### config.mk
export PLATFORM = sky130hd
export DESIGN_NAME = ex_alu_wb_pipe
export DESIGN_NICKNAME = d
export VERILOG_FILES = /design/src/rtl/ex_alu_wb_pipe.sv
export SDC_FILE = /design/constraint.sdc
export NUM_CORES = 1
export LEC_CHECK = 0
export CORE_ASPECT_RATIO = 1.75
export CORE_MARGIN = 4
export CORE_UTILIZATION = 25
export CTS_BUF_LIST = sky130_fd_sc_hd__clkbuf_2
export CTS_CLUSTER_SIZE = 30
export DETAILED_ROUTE_END_ITERATION = 10
export HOLD_SLACK_MARGIN = 0.06
export SETUP_SLACK_MARGIN = 0.1
export SLEW_MARGIN = 30
export SYNTH_ARGS = -nofsm -noshare
export SYNTH_HDL_FRONTEND = slang
export SYNTH_SLANG_ARGS = --single-unit
### constraint.sdc
create_clock -name clock -period 2.45 [get_ports clock]
set_input_delay 0.245 -clock clock [delete_from_list [all_inputs] [get_ports clock]]
set_output_delay 0.245 -clock clock [all_outputs]
set_load 0.02 [all_outputs]
### src/rtl/ex_alu_wb_pipe.sv
// ex_alu_wb_pipe: post-ALU result pipeline.
// Carries the ALU result and its destination metadata from EX1 (inputs) through the EX2 and EX3
// registers, commits GPR writeback and architectural SR.{S,T} at EX3, provides newest-first
// operand forwarding for Rs/Rt and the forwarded SR.{S,T} that feeds the ALU, and counts
// committed results.
// Ports:
//   clock, reset                      core clock, synchronous active-high reset
//   exHold, exFlush                   stall / kill EX1 input and EX2
//   exInValid/Rn/RnWr/SrWr/Val/SrST   EX1 result and destination metadata
//   fwdRsIdx/fwdRtIdx                 register ids read by decode
//   fwdRsHit/Val, fwdRtHit/Val        forwarded operands (Val=0 on miss)
//   srFwdST                           newest SR {S,T} for the ALU
//   wbValid/wbRn/wbVal                GPR write port
//   srArchST                          architectural SR {S,T}
//   commitCnt                         committed valid results, wraps
module ex_alu_wb_pipe #(
  parameter int unsigned     REG_W    = 7,
  parameter logic [REG_W-1:0] REG_NULL = REG_W'('h3F),
  parameter int unsigned     CNT_W    = 32
) (
  input  logic             clock,
  input  logic             reset,
  input  logic             exHold,
  input  logic             exFlush,
  input  logic             exInValid,
  input  logic [REG_W-1:0] exInRn,
  input  logic             exInRnWr,
  input  logic             exInSrWr,
  input  logic [63:0]      exInVal,
  input  logic [1:0]       exInSrST,
  input  logic [REG_W-1:0] fwdRsIdx,
  input  logic [REG_W-1:0] fwdRtIdx,
  output logic             fwdRsHit,
  output logic [63:0]      fwdRsVal,
  output logic             fwdRtHit,
  output logic [63:0]      fwdRtVal,
  output logic [1:0]       srFwdST,
  output logic             wbValid,
  output logic [REG_W-1:0] wbRn,
  output logic [63:0]      wbVal,
  output logic [1:0]       srArchST,
  output logic [CNT_W-1:0] commitCnt
);

  typedef struct packed {
    logic             valid;
    logic [REG_W-1:0] rn;
    logic             rn_wr;
    logic             sr_wr;
    logic [63:0]      val;
    logic [1:0]       sr_st;
  } stage_t;

  stage_t             ex1;
  stage_t             ex2_q, ex3_q;
  logic [1:0]         sr_arch_q;
  logic [CNT_W-1:0]   cnt_q;
  logic               commit;

  // A flushed EX1 result is never visible: not forwarded and not captured into EX2.
  always_comb begin
    ex1.valid = exInValid & ~exFlush;
    ex1.rn    = exInRn;
    ex1.rn_wr = exInRnWr;
    ex1.sr_wr = exInSrWr;
    ex1.val   = exInVal;
    ex1.sr_st = exInSrST;
  end

  assign commit = ~exHold & ex3_q.valid;

  always_ff @(posedge clock) begin
    if (reset) begin
      ex2_q     <= '0;
      ex3_q     <= '0;
      sr_arch_q <= 2'b00;
      cnt_q     <= '0;
    end else if (!exHold) begin
      ex2_q       <= ex1;
      ex3_q       <= ex2_q;
      ex3_q.valid <= ex2_q.valid & ~exFlush;
      if (commit) begin
        if (ex3_q.sr_wr) sr_arch_q <= ex3_q.sr_st;
        cnt_q <= cnt_q + CNT_W'(1);
      end
    end else if (exFlush) begin
      // Flush kills EX2 even while stalled; EX3 is older than the flush point and survives.
      ex2_q.valid <= 1'b0;
    end
  end

  function automatic logic gpr_hit(stage_t s, logic [REG_W-1:0] idx);
    return s.valid & s.rn_wr & (s.rn == idx) & (idx != REG_NULL);
  endfunction

  always_comb begin
    fwdRsHit = 1'b0;
    fwdRsVal = 64'h0;
    if (gpr_hit(ex1, fwdRsIdx)) begin
      fwdRsHit = 1'b1;
      fwdRsVal = ex1.val;
    end else if (gpr_hit(ex2_q, fwdRsIdx)) begin
      fwdRsHit = 1'b1;
      fwdRsVal = ex2_q.val;
    end else if (gpr_hit(ex3_q, fwdRsIdx)) begin
      fwdRsHit = 1'b1;
      fwdRsVal = ex3_q.val;
    end
  end

  always_comb begin
    fwdRtHit = 1'b0;
    fwdRtVal = 64'h0;
    if (gpr_hit(ex1, fwdRtIdx)) begin
      fwdRtHit = 1'b1;
      fwdRtVal = ex1.val;
    end else if (gpr_hit(ex2_q, fwdRtIdx)) begin
      fwdRtHit = 1'b1;
      fwdRtVal = ex2_q.val;
    end else if (gpr_hit(ex3_q, fwdRtIdx)) begin
      fwdRtHit = 1'b1;
      fwdRtVal = ex3_q.val;
    end
  end

  // EX1 included so back-to-back ADC/SBB chains see the carry without a bubble.
  always_comb begin
    srFwdST = sr_arch_q;
    if (ex1.valid & ex1.sr_wr)          srFwdST = ex1.sr_st;
    else if (ex2_q.valid & ex2_q.sr_wr) srFwdST = ex2_q.sr_st;
    else if (ex3_q.valid & ex3_q.sr_wr) srFwdST = ex3_q.sr_st;
  end

  assign wbValid   = commit & ex3_q.rn_wr & (ex3_q.rn != REG_NULL);
  assign wbRn      = ex3_q.rn;
  assign wbVal     = ex3_q.val;
  assign srArchST  = sr_arch_q;
  assign commitCnt = cnt_q;

endmodule

==> Yosys cells after proc, flatten, opt, wreduce, memory -nomap -nowiden <==
Cells that the tools add are included.
{ "classes": {"n_addsub": 1, "eq_ne": 10, "muxes": 17, "bitwise": 25, "reduce_logical": 2} }
{ "ops": {"columns": ["operator", "n"], "rows": [
  ["64-bit 2-to-1 mux", 6],
  ["7-bit == test", 6],
  ["32-bit by 1-bit adder with 32-bit output (second input constant)", 1],
  ["1-bit AND", 23],
  ["7-bit by 6-bit != test with 1-bit output (second input constant)", 3],
  ["1-bit 2-to-1 mux", 8],
  ["2-bit 2-to-1 mux", 3],
  ["3-bit AND reduction", 1],
  ["2-bit by 1-bit != test with 1-bit output (second input constant)", 1],
  ["1-bit NOT", 2],
  ["2-bit AND reduction", 1]
]} }
{ "totals": {"ff_bits": 186, "inputBits": 94, "output_inout_bits": 238} }

==> Depth between registers and ports, before layout <==
Gate-level depths: netlist of the first run.
{ "logic_depth": {"ltp_word": 6, "depth_mapped": 7} }

==> Worst setup path after synthesis of the first run <==
Ideal clock, no wire load.
{ "synth_path": {"path_kind": "register -> output", "start": "reg ex2_q[73] (netlist name)", "end": "out fwdRsVal[42]", "arrival_ns": 1.904, "required_time_ns": 2.205, "setup_slack_ns": 0.301, "stages_incl_launch_ff": 8, "path_buffers": 2, "path_cell_list": "dfxtp_1 -> xor2_1 -> nor4_1 -> and3_1 -> buf_2 -> buf_1 -> nand2_1 -> a31oi_1"} }
{ "synth_via": {"elab_chain_cells": 5} }
{ "synth_rtl": {"columns": ["element", "line_no", "source"], "rows": [
  ["from (decl)", "55", "stage_t ex2_q, ex3_q;"],
  ["7-bit == test", "93", "return s.valid & s.rn_wr & (s.rn == idx) & (idx != REG_NULL);"],
  ["1-bit AND (2 in series)", "93", null],
  ["64-bit 2-to-1 mux", "102", "end else if (gpr_hit(ex2_q, fwdRsIdx)) begin"],
  ["64-bit 2-to-1 mux", "99", "if (gpr_hit(ex1, fwdRsIdx)) begin"],
  ["to (decl)", "34", "output logic [63:0] fwdRsVal,"]
]} }
Every way passes these cells.

==> Worst setup path in the final report of the first run <==
{ "layout_path": {"start": "reg ex2_q[72] (netlist name)", "end": "out fwdRtVal[3]"} }
{ "layout_via": {"elab_chain_cells": 5} }
{ "layout_rtl": {"columns": ["element", "line_no", "source"], "rows": [
  ["7-bit == test", "93", null],
  ["1-bit AND (2 in series)", "93", null],
  ["64-bit 2-to-1 mux", "117", "end else if (gpr_hit(ex2_q, fwdRtIdx)) begin"],
  ["64-bit 2-to-1 mux", "114", "if (gpr_hit(ex1, fwdRtIdx)) begin"],
  ["to (decl)", "36", "output logic [63:0] fwdRtVal,"]
]} }
Every way passes these cells.

==> results of run 1 <==
==> flip-flops by register name, indices dropped and copies added, names as in the netlist <==
signal	cells
wbVal	64
srArchST	2
ex3_q	5
ex2_q	76
wbRn	7
commitCnt	32
==> synthesized netlist by cell type <==
cell,count
nand2_1,210
dfxtp_1,186
buf_1,26
buf_6,1
xnor2_1,19
buf_4,71
nor2_1,252
nand4_4,1
o21ai_0,66
and4_1,3
nand4b_1,2
and3_1,4
or2_2,2
mux2i_1,154
and2b_2,1
o311a_1,1
xor2_1,52
nor3b_1,1
o22a_1,64
a21oi_1,7
ha_1,1
or4_4,1
nand3_1,81
nor4_1,14
buf_2,23
nor2b_1,2
nand4_1,10
or3_1,1
nor4_4,2
a31oi_1,64
clkbuf_1,74
mux2_2,2
nand3b_1,5
nor4_2,2
nand4_2,1
nor3_1,71
inv_1,5
and4b_1,2
==> worst reg2reg max path: cells and delay by family, from the launching register on <==
kind / cells / cell delay (ns)
and+or+nand+nor: 4 / 1.24
DFF: 1 / 0.52
xor gates and xnor gates: 1 / 0.16
==> area by class of cell <==
cell class,instances,area [sq um],share of cell area
Multi-Input combinational cell,1098,8070,0.411
Timing Repair Buffer,607,6800,0.346
Sequential cell,186,3790,0.193
Tap cell,572,716,0.0364
Clock inverter,11,145,0.00738
Clock buffer,20,100,0.00509
Inverter,5,18.8,0.000955
Antenna cell,3,7.51,0.000382
==> cell families (layout without fill, tap and decap cells) <==
logic type               after synthesis  after routing  synth area share
flip-flops                           186            186             0.331
multiplexers                         156            156             0.139
AND/OR/NAND/NOR                      668            668             0.261
adder cells (fa/ha/maj)                1              1           0.00111
buffers and inverters                200            643            0.0937
AO/OA/AOI/OAI                        202            202             0.119
other                                  0              3                 0
XOR/XNOR                              71             71            0.0553
==> final timing paths <==
kind                           endpoint                      start  cells after the start
min reg2reg    srArchST[0]$_SDFFE_PP0P_     ex3_q[66]$_SDFFE_PP0N_                      2
min              ex2_q[75]$_SDFFE_PP0P_                  exInValid                      4
max reg2reg  commitCnt[21]$_SDFFE_PP0P_  commitCnt[6]$_SDFFE_PP0P_                      5
max                         fwdRtVal[3]     ex2_q[72]$_SDFFE_PP0N_                     11
==> metrics by stage <==
step | util | setup TNS (ns)
after floorplan | - | 0
after CTS | 0.392 | -111.09
after global routing | 0.443 | -119.23
after detailed placement | 0.344 | -83.96
after global placement | 0.344 | -85.35
final | 0.443 | -96.11
==> power by group through the flow <==
stage | sequential (mW) | combinational, mW | clock [mW]
floorplan | 3.30 | 0.481 | 0
global placement | 3.34 | 0.888 | 0
detailed placement | 3.34 | 0.899 | 0
CTS | 3.29 | 1.05 | 1.83
global route | 3.33 | 1.15 | 1.91
finish | 3.31 | 1.09 | 1.74
==> repair_timing <==
action	CTS	global route
resized for setup	845	425
endpoints found under the setup margin	195	141
pin swaps	70	140
buffers inserted	47	31
cloned	17	13
hold endpoints to repair	186	0
hold buffers	80	0
==> per-layer routing <==
layer | global-route usage | up-vias | share of wire
li1 | - | 5924 | -
met1 | 0.222 | 6329 | 0.36
met2 | 0.369 | 596 | 0.53
met3 | 0.0310 | 158 | 0.055
met4 | 0.111 | 0 | 0.058
met5 | 0 | - | 0
==> results.cfg, run 1 <==
[run_status]
status = finished, violations left
violations = negative setup slack

[cells_and_area]
layout_common_cells = nor2_1 (252), nand2_1 (156), mux2i_1 (154)
fin_area_sq_um = 19700
drive_above_1_share = 0.318
nFillCells = 4238
layout_commonest_cell = nor2_1
syn2layout_area_growth_pct = 74.8
fin_nets = 2010
instances_no_fill = 2502

[clocking]
clkTransAtPathRegs_ns = 0.28
cts_tree = yes
clock-root-buffer = clkbuf_2
clk_path_buf_depth = 2
cts_buffers = 17
h-tree-depth = 4
clkLatencyLatePin_ns = 0.90
cts.sinks = 186

[timing]
fmax_ghz = 0.305
slew_violations = 0
worst_slew_pin_slew_ns = 0.967
maxSlewHeadroom = 0.355
setup_viol = 130
fin_skew_ns = 0.0571
setup_slack_ns = -0.831
hold_viol = 0
fin_crit_sh = 1.34
period_minus_slack_ns = 3.28
whs_ns = 0.202
rsz0062_at_grt = yes

[synth]
synth.yosys.seq_area_share = 0.331
synth_area_leader_cell = dfxtp_1
synth_area_leaders = dfxtp_1 (33%), mux2i_1 (14%), nor2_1 (8.4%)
synthesis.nets = 1579
ys_types = 38
synth_top_area_frac = 0.331
syn_area_per_cell_sq_um = 7.58
synthCells = 1484
synth_seq_cells = 186
yosys_warnings = 0
synth_area_sq_um = 11200

[pwr]
clkPwrFrac = 0.283
p_int_mw = 4.29
switching_share = 0.301
p_total_mw = 6.14
power_switching_mw = 1.85
comb_power_share = 0.177
seqPwrFrac = 0.539
power_density_nw_per_um2 = 312
leakage_nw = 8.11
vdd_ir_drop_max_mv = 0.254

[global_route]
antenna_found_initial = 3
grt_pass1_wl_microns = 76200
grt_max_degree = 108
track_usage = 0.202
overflow = 0
first_global_vias = 12600

[flow_run]
maxCapViolCount = 0

[placement]
dpl_cell_area_sq_um = 15300
place_worst_setup_slack_ns = -0.782
numPlacedInstances = 2283
io_buffers = 331
routabilityCongestion = 0.892
dp_hpwl_microns = 32000

[route]
drt_pass1_iterations = 5
postRouteAntennaNets = 0
wirelength_microns = 56000
wire_per_inst_microns = 22.4
num_vias = 13000
route.detailed.drc = 0
drt_iter0_drc = 910
viasPerCell = 5.20

[floorplan]
fp.dieH_microns = 289
die_w_microns = 168
start_util = 0.253
die_area_sq_um = 48600
core-area_sq_um = 44400
rows = 102
ios = 332

[setup_path]
crit_chain = buf_6 > xor2_4 > nor4_4 > buf_4 > and3_4 > buf_12 > buf_16 > buf_12 > nor3_4 > o22a_1 > buf_6
crit_arrival_ns = 3.04
max_stage_delay_ns = 0.39
reg2reg_slack_ns = 0.46
slowest_stage = dfxtp_2
worstPathRequired_ns = 2.20
crit_path_start_kind = flip-flop
cp_max_fo = 7
path_class = flip-flop to output port
cp-end-kind = output port
path_buf_inv = 6
cp_top_family = buffers and inverters

[min_path]
hold_class = primary input to flip-flop
Power figures use the tool's default switching activity.
==> inputs of run 2 (changes only) <==
--- a/config.mk
+++ b/config.mk
@@ -12,6 +12,7 @@
 export CTS_CLUSTER_SIZE = 30
 export DETAILED_ROUTE_END_ITERATION = 10
 export HOLD_SLACK_MARGIN = 0.06
+export PLACE_DENSITY = 0.57
 export SETUP_SLACK_MARGIN = 0.1
 export SLEW_MARGIN = 30
 export SYNTH_ARGS = -nofsm -noshare
==> run 2 against run 1 <==
Worst hold slack improved by 0.068 ns. The run still ends with negative setup slack left. Combinational power is essentially flat. Flip-flop and latch count did not move. Setup slack improved by 0.058 ns. First-iteration DRC count is 34% lower. Sequential share of layout area grew 0.58 points. Clock power shrank 4%. Via count is 2.3% lower. Die area is the same. Core utilization shrank 1.1 points. Critical path type unchanged. Final cell count down 0.72%. Design area is 2.4% lower.
==> results.cfg, run 2 (synthesis gave the netlist of run 1 again) <==
[run_status]
status = finished, violations left
violations = negative setup slack

[route]
num_vias = 12700
wirelength_microns = 54600
drt_iter0_drc = 602
route.detailed.drc = 0
drt_pass1_iterations = 5
wire_per_inst_microns = 22.0
postRouteAntennaNets = 0
viasPerCell = 5.11

[cells_and_area]
layout_commonest_cell = nor2_1
syn2layout_area_growth_pct = 70.6
layout_common_cells = nor2_1 (252), nand2_1 (162), mux2i_1 (154)
fin_nets = 1991
multi_input_area_sq_um = 7860
nFillCells = 4340
fin_area_sq_um = 19200
drive_above_1_share = 0.307
regMostFlops = ex2_q
regArea_sq_um = 3810
largest_reg_flops = 76

[pwr]
switching_share = 0.309
clkPwrFrac = 0.275
p_int_mw = 4.21
power_switching_mw = 1.89
comb_power_share = 0.183
seqPwrFrac = 0.542
power_density_nw_per_um2 = 318
leakage_nw = 8.01
vdd_ir_drop_max_mv = 0.226

[setup_path]
crit_path_start_kind = flip-flop
crit_path_end = fwdRtVal[9]
worstPathRequired_ns = 2.20
cp_max_fo = 8
path_buf_inv = 4
crit_start = ex2_q[73]$_SDFFE_PP0N_
cp_top_family = simple AND/OR/NAND/NOR gates
crit_chain = xor2_1 > nor4_2 > buf_4 > and3_4 > buf_12 > buf_16 > nor3_4 > o22a_1 > buf_6
path_class = flip-flop to output port
crit_arrival_ns = 2.98
path_depth = 9
slowest_stage = dfxtp_4
r2r-start = commitCnt[8]$_SDFFE_PP0P_
cp-end-kind = output port
max_stage_delay_ns = 0.42
reg2reg_slack_ns = 0.44
r2r_cells = 5
rr_endpoint = commitCnt[21]$_SDFFE_PP0P_

[floorplan]
start_util = 0.253
die_area_sq_um = 48600
rows = 102
core-area_sq_um = 44400
die_w_microns = 168
ios = 332
fp.dieH_microns = 289

[clocking]
cts_buffers = 17
h-tree-depth = 4
cts.sinks = 186
clock-root-buffer = clkbuf_2
clkLatencyLatePin_ns = 0.84
clk_path_buf_depth = 2
cts_tree = yes
clkTransAtPathRegs_ns = 0.30

[timing]
fin_setup_tns_ns = -88.48
fmax_ghz = 0.310
maxSlewHeadroom = 0.542
slew_violations = 0
rsz0062_at_grt = yes
setup_viol = 130
hold_viol = 0
fin_crit_sh = 1.32
worst_slew_pin_slew_ns = 0.687
period_minus_slack_ns = 3.22
fin_skew_ns = 0.0428
setup_slack_ns = -0.773

[placement]
io_buffers = 331
dp_hpwl_microns = 32300
dpl_cell_area_sq_um = 15300
routabilityCongestion = 0.895

[flow_run]
maxCapViolCount = 0

[global_route]
antenna_found_initial = 3
grt_pass1_wl_microns = 74200
first_global_vias = 12500
overflow = 0
track_usage = 0.196
grt_max_degree = 82

[min_path]
hold_class = primary input to flip-flop
worstHoldStart = exInRn[1]
[run 2: changes by cell type in the layout (fill, tap and decap cells not counted), moves of 12 or more]
cell | before | now
o21ai_0 | 39 | 51
buf_4 | 111 | 98
dlygate4sd2_1 | 40 | 28
nor3_4 | 30 | 11
nor3_1 | 24 | 38
buf_6 | 134 | 116
dfxtp_1 | 141 | 129
buf_2 | 8 | 20
[run 2: how the worst min path moves through the flow]
stage / cells past startpoint / end
after floorplan: 1 / ex2_q[75]$_SDFFE_PP0P_
after global placement: 2 / commitCnt[31]$_SDFFE_PP0P_
after detailed placement: 2 / srArchST[1]$_SDFFE_PP0P_
after CTS: 4 / ex2_q[69]$_SDFFE_PP0N_
after global routing: 4 / ex2_q[69]$_SDFFE_PP0N_
final: 4 / ex2_q[69]$_SDFFE_PP0N_
[run 2: power groups by stage]
stage | clock network (mW) | logic, mW | registers, mW
4_1_cts | 1.79 | 1.01 | 3.29
3_3_place_gp | 0 | 0.876 | 3.33
5_1_grt | 1.88 | 1.18 | 3.33
3_5_place_dp | 0 | 0.884 | 3.34
2_1_floorplan | 0 | 0.481 | 3.30
6_report | 1.67 | 1.11 | 3.31
[run 2: stage by stage]
step,setup WS [ns],std cells,util,total power [mW],hold slack [ns]
final,-0.773,2484,0.432,6.09,0.270
after floorplan,0.301,1484,-,3.78,0.324
after global placement,-0.840,2289,0.345,4.21,0.470
after CTS,-0.974,2447,0.393,6.08,0.111
after detailed placement,-0.786,2289,0.345,4.22,0.482
after global routing,-0.999,2484,0.432,6.39,0.108
[run 2: what timing repair did]
action / in CTS / in global routing
hold buffers: 78 / 0
resized for setup: 908 / 305
endpoints found under the setup margin: 186 / 159
hold endpoints to repair: 186 / 0
pin swaps: 91 / 102
cloned: 12 / 13
buffers inserted: 37 / 24
[run 2: area by class of cell]
cell class | count | share of cell area
Antenna cell | 3 | 0.000391
Clock buffer | 19 | 0.00496
Clock inverter | 13 | 0.00730
Inverter | 5 | 0.000978
Multi-Input combinational cell | 1098 | 0.410
Sequential cell | 186 | 0.199
Tap cell | 572 | 0.0373
Timing Repair Buffer | 588 | 0.341
[run 2: routing by layer]
metal / track usage / up-vias / routed length [microns]
met2: 0.365 / 503 / 29300
li1: - / 5889 / -
met4: 0.119 / 0 / 3540
met1: 0.204 / 6127 / 19400
met5: 0 / - / 0
met3: 0.0297 / 186 / 2350
[run 2: worst min-delay path, delay by kind of cell]
kind / cells / cell delay, ns
buf+inv: 2 / 0.69
mux: 1 / 0.12
simple gates: 1 / 0.05
